## src/rtl/call_request_latch.sv

```systemverilog
// Button front end for the Elevator core: synchronises and debounces 23 push-buttons,
// latches floor/car calls until the core reports them served.
module call_request_latch #(
    parameter int unsigned DEBOUNCE_CLKS = 4
) (
    input  logic        clk,
    input  logic        reset,
    input  logic [13:0] rawFloorButton,
    input  logic [9:1]  rawInternalButton,
    input  logic [13:0] servedFloorButton,
    input  logic [9:1]  servedInternalButton,
    output logic [13:0] floorButton,
    output logic [9:1]  internalButton,
    output logic [4:0]  pendingCount,
    output logic        anyRequest
);

    localparam int unsigned NIN = 23;
    localparam int unsigned CW  = $clog2(DEBOUNCE_CLKS + 1);
    localparam logic [CW-1:0] CNT_MAX = CW'(DEBOUNCE_CLKS - 1);
    // Floor 1 DOWN and floor 7 UP do not exist; those pending bits never set.
    localparam logic [13:0] FLOOR_VALID = 14'h1FFE;

    // Bits [13:0] hall calls, [20:14] car floors 1-7, [22:21] door open/close.
    logic [NIN-1:0] raw;
    logic [NIN-1:0] sync1;
    logic [NIN-1:0] sync2;
    logic [NIN-1:0] deb;
    logic [NIN-1:0] debQ;
    logic [NIN-1:0] press;
    logic [CW-1:0]  cnt [NIN];

    logic [13:0] pendFloor;
    logic [7:1]  pendCar;
    logic [13:0] servedFloorQ;
    logic [7:1]  servedCarQ;
    logic [13:0] floorFall;
    logic [7:1]  carFall;

    // Door feedback has no pending bit to release.
    logic unusedServedDoor;
    assign unusedServedDoor = ^servedInternalButton[9:8];

    assign raw       = {rawInternalButton, rawFloorButton};
    assign press     = deb & ~debQ;
    assign floorFall = servedFloorQ & ~servedFloorButton;
    assign carFall   = servedCarQ & ~servedInternalButton[7:1];

    always_ff @(posedge clk or posedge reset) begin
        if (reset) begin
            sync1        <= '0;
            sync2        <= '0;
            deb          <= '0;
            debQ         <= '0;
            for (int unsigned i = 0; i < NIN; i++) begin
                cnt[i] <= '0;
            end
            pendFloor    <= '0;
            pendCar      <= '0;
            servedFloorQ <= '0;
            servedCarQ   <= '0;
        end else begin
            sync1 <= raw;
            sync2 <= sync1;
            debQ  <= deb;
            for (int unsigned i = 0; i < NIN; i++) begin
                if (sync2[i] == deb[i]) begin
                    cnt[i] <= '0;
                end else if (cnt[i] == CNT_MAX) begin
                    deb[i] <= sync2[i];
                    cnt[i] <= '0;
                end else begin
                    cnt[i] <= cnt[i] + 1'b1;
                end
            end
            // OR-ing the press after the clear lets a coincident press win.
            pendFloor    <= ((pendFloor & ~floorFall) | press[13:0]) & FLOOR_VALID;
            pendCar      <= (pendCar & ~carFall) | press[20:14];
            servedFloorQ <= servedFloorButton;
            servedCarQ   <= servedInternalButton[7:1];
        end
    end

    assign floorButton    = pendFloor;
    assign internalButton = {deb[22:21], pendCar};

    always_comb begin
        pendingCount = '0;
        for (int unsigned i = 0; i < 14; i++) begin
            pendingCount = pendingCount + 5'(pendFloor[i]);
        end
        for (int unsigned i = 1; i < 8; i++) begin
            pendingCount = pendingCount + 5'(pendCar[i]);
        end
    end

    assign anyRequest = (pendingCount != '0);

endmodule

```

## config.mk

```make
export PLATFORM = sky130hd
export DESIGN_NAME = call_request_latch
export DESIGN_NICKNAME = d
export VERILOG_FILES = /design/src/rtl/call_request_latch.sv
export SDC_FILE = /design/constraint.sdc
export NUM_CORES = 1
export LEC_CHECK = 0
export CAP_MARGIN = 30
export CORE_ASPECT_RATIO = 1.4
export CORE_MARGIN = 2
export CORE_UTILIZATION = 35
export DETAILED_ROUTE_END_ITERATION = 7
export PLACE_DENSITY = 0.65
export SLEW_MARGIN = 30
export SYNTH_ARGS = -nofsm -noshare
export SYNTH_HDL_FRONTEND = slang
export SYNTH_SLANG_ARGS = --single-unit
```

## constraint.sdc

```tcl
create_clock -name clk -period 12 [get_ports clk]
set_input_delay 2.4 -clock clk [delete_from_list [all_inputs] [get_ports clk]]
set_output_delay 2.4 -clock clk [all_outputs]
set_load 0.02 [all_outputs]
```

==> out/results.tsv <==
stage	metric	value	unit
run_status	status	finished, final reports clean	
logic_synthesis	synthFlopType	dfrtp_1	
worst_hold_path	hold_class	register to register	
grt	grt-ovfl-total	0	
timing	fin_setup_tns	0	ps
clock_network	ctsResizeCount	0	
logic_synthesis	synth_compound_area_share	3.78	%
timing	final-max-slew-violation-count	0	
logic_synthesis	muxShareOfSynthArea	0.338	%
placement	dp_hpwl	7.64	mm
cells_and_area	finalNetCount	648	
clock_network	cts_setup_buffers	0	
logic_synthesis	synth_area_leaders	dfrtp_1 69%, ha_1 5.3%, nor3b_1 4.5%	
setup_path	crit_type	register to primary output	
placement	gp_congestion	0.771	
cells_and_area	area_growth_syn_to_layout	23.2	%
die	start_util	35.8	%
timing	rsz0062_at_grt	no	
logic_synthesis	synth_top_family_by_area	simple AND/OR/NAND/NOR gates	
die	die_h	167	um
clock_network	cts.sink_count	183	
run	maxCapViolations	0	
setup_path	crit_arrival	5110	ps
routing	ant_nets	0	
setup_path	cp-end-kind	primary output	
die	rows	59	
cells_and_area	multiInputGateArea	1860	um^2
logic_synthesis	ys_types	22	
logic_synthesis	synth_simple_gate_area_share	11.6	%
routing	drtIter0Drc	155	
logic_synthesis	synth-seq-cells	183	
cells_and_area	seq_area	4580	um^2
logic_synthesis	netlist.area_leader.share	68.8	%
logic_synthesis	yosys_warnings	0	
logic_synthesis	synth_commonest_cells	183 x dfrtp_1, 52 x inv_1, 40 x nor3b_1, 37 x nor2b_1, 28 x ha_1	
die	die_w	121	um
grt	grt_start_max_net_pins	106	
setup_path	critPathTopFamily	adder cells	
timing	setup_slack	4490	ps
setup_path	cp_cell_sequence	fa_1, inv_1, fa_1, fa_1, fa_1, fa_1, fa_1, inv_1, fa_1, nor3_1, nand4bb_1, clkdlybuf4s50_1	
routing	drc	0	
setup_path	critPathMaxStageDelay	550	ps
timing	fin_skew	12.9	ps
cells_and_area	nFillCells	1717	
die	coreArea	18600	um^2
clock_network	htree_levels	4	
cells_and_area	drive_gt1_share	6.12	%
grt	grt_pass1_wl	18.5	mm
logic_synthesis	synthArstFlopShare	100	%
logic_synthesis	yosysTopAreaCell	dfrtp_1	
clock_network	clk_path_buf_depth	2	
logic_synthesis	postSynthCellCount	474	
timing	period_minus_slack	7510	ps
routing	firstDrtPassIters	4	
logic_synthesis	synth-xor-area-share	2.89	%
routing	finalWirelength	10.6	mm
cells_and_area	antenna-diode-count	0	
routing	vias	3588	
placement	port_buffers	68	
timing	tightest_slew	713	ps
setup_path	path_max_fanout	3	
clock_network	insertion_delay	420	ps
clock_network	cts_buffers	17	
timing	slew-limit-headroom	52.5	%
logic_synthesis	yosysSeqAreaShare	68.8	%
clock_network	cts.clk_slew.worst_paths	60	ps
placement	pre_cts_ws	4890	ps
logic_synthesis	synth_edf_count	0	
logic_synthesis	syn_area	6660	um^2
die	io_pins	77	
grt	grt_usage	11.7	%
timing	hold_viol	0	
setup_path	startpoint_type	register	
timing	finalSetupViolCount	0	
clock_network	cts_root_buffer	clkbuf_16	
logic_synthesis	yosysMostFrequentCell	dfrtp_1	
logic_synthesis	synthAdderAreaFrac	9.17	%
grt	grt_pass1_vias	3908	
setup_path	cpMaxStageDelayCell	clkdlybuf4s50_1	
clock_network	cts_hold_buf	0	
logic_synthesis	syn_avg_cell_area	14.0	um^2
setup_path	critPathBufInv	3	
grt	antenna_found_initial	0	
timing	max_freq	0.133	GHz
timing	timing.final.crit_share	62.6	%
setup_path	worst_path_most_repeated_cell	fa_1	
routing	wire_per_inst	13.0	um
clock_network	cts_tree	done	
setup_path	cp.required	9600	ps
routing	vias_per_cell	4.40	
die	dieArea	20200	um^2
## layout by cell type, fill, tap and decap left out
cell and n:
nor2b_1 37, clkinv_2 3, nand2_1 19, nand3b_1 1, clkinvlp_4 2, nor3b_1 40, dfrtp_1 183, nor2b_4 2
clkbuf_1 4, xnor2_1 21, nor3_1 22, a21oi_1 3, clkinv_4 2, bufinv_16 2, nand4bb_1 1, mux2_2 2
o21ai_0 25, o21bai_2 1, nand2b_1 1, clkdlybuf4s50_1 68, fa_1 13, inv_1 51, conb_1 2, inv_8 1
o22ai_1 16, buf_6 1, xor2_1 1, clkbuf_16 17, nand3_1 1, inv_6 2, ha_1 28
## area by class of cell
cell class                      count  area share, %
Inverter                           52           2.47
Sequential cell                   183           55.8
Multi-Input combinational cell    236           22.6
Tap cell                          244           3.72
Timing Repair Buffer               69           8.44
Clock buffer                       21           5.37
Clock inverter                     11           1.53
## cell families (layout without fill, tap and decap cells)
group	after synthesis	after routing
compound gates	45	45
xor+xnor	22	22
fa+ha+maj	41	41
buf+inv	56	153
flops	183	183
mux	2	2
other cells	1	2
simple gates	124	124
## flip-flops by register name (all words and copies together), names as in the netlist
register and cells:
cnt 63, deb 21, sync1 21, sync2 21, debQ 19, floorButton 12, servedFloorQ 12, pendCar 7
servedCarQ 7
## path summary, 6_finish.rpt
check                                     startpoint             endpoint  slack [ps]  cells after the start
max                        floorButton[12]$_DFF_PP0_           anyRequest        4490                     12
min                               sync1[5]$_DFF_PP0_   sync2[5]$_DFF_PP0_         350                      0
min in group asynchronous                      reset     cnt[1]$_DFF_PP0_        2480                      2
max in group asynchronous                      reset    cnt[65]$_DFF_PP0_        8300                      3
min reg2reg                       sync1[5]$_DFF_PP0_   sync2[5]$_DFF_PP0_         350                      0
max reg2reg                         cnt[0]$_DFF_PP0_  deb[22]$_DFFE_PP0P_       10850                      3
## per-stage QoR
stage | utilization [%] | std cells | hold slack [ps] | instance area, um^2
final | 44.1 | 816 | 347 | 8200
after CTS | 44.0 | 816 | 349 | 8190
after global routing | 44.1 | 816 | 353 | 8200
after global placement | 41.0 | 784 | 332 | 7630
after detailed placement | 41.0 | 784 | 335 | 7630
after floorplan | - | 475 | 331 | 6660
## per-layer routing
metal  up-vias  part of all wire (%)  global-route usage [%]
met4         0                   1.5                    4.55
li1       1715                     -                       -
met3         8                   3.6                    3.47
met1      1806                    41                    13.6
met5         -                     0                       0
met2        59                    54                    20.2
Power is not shown: default switching activity piles up to over one toggle a cycle in this logic, so the estimate is an artifact.
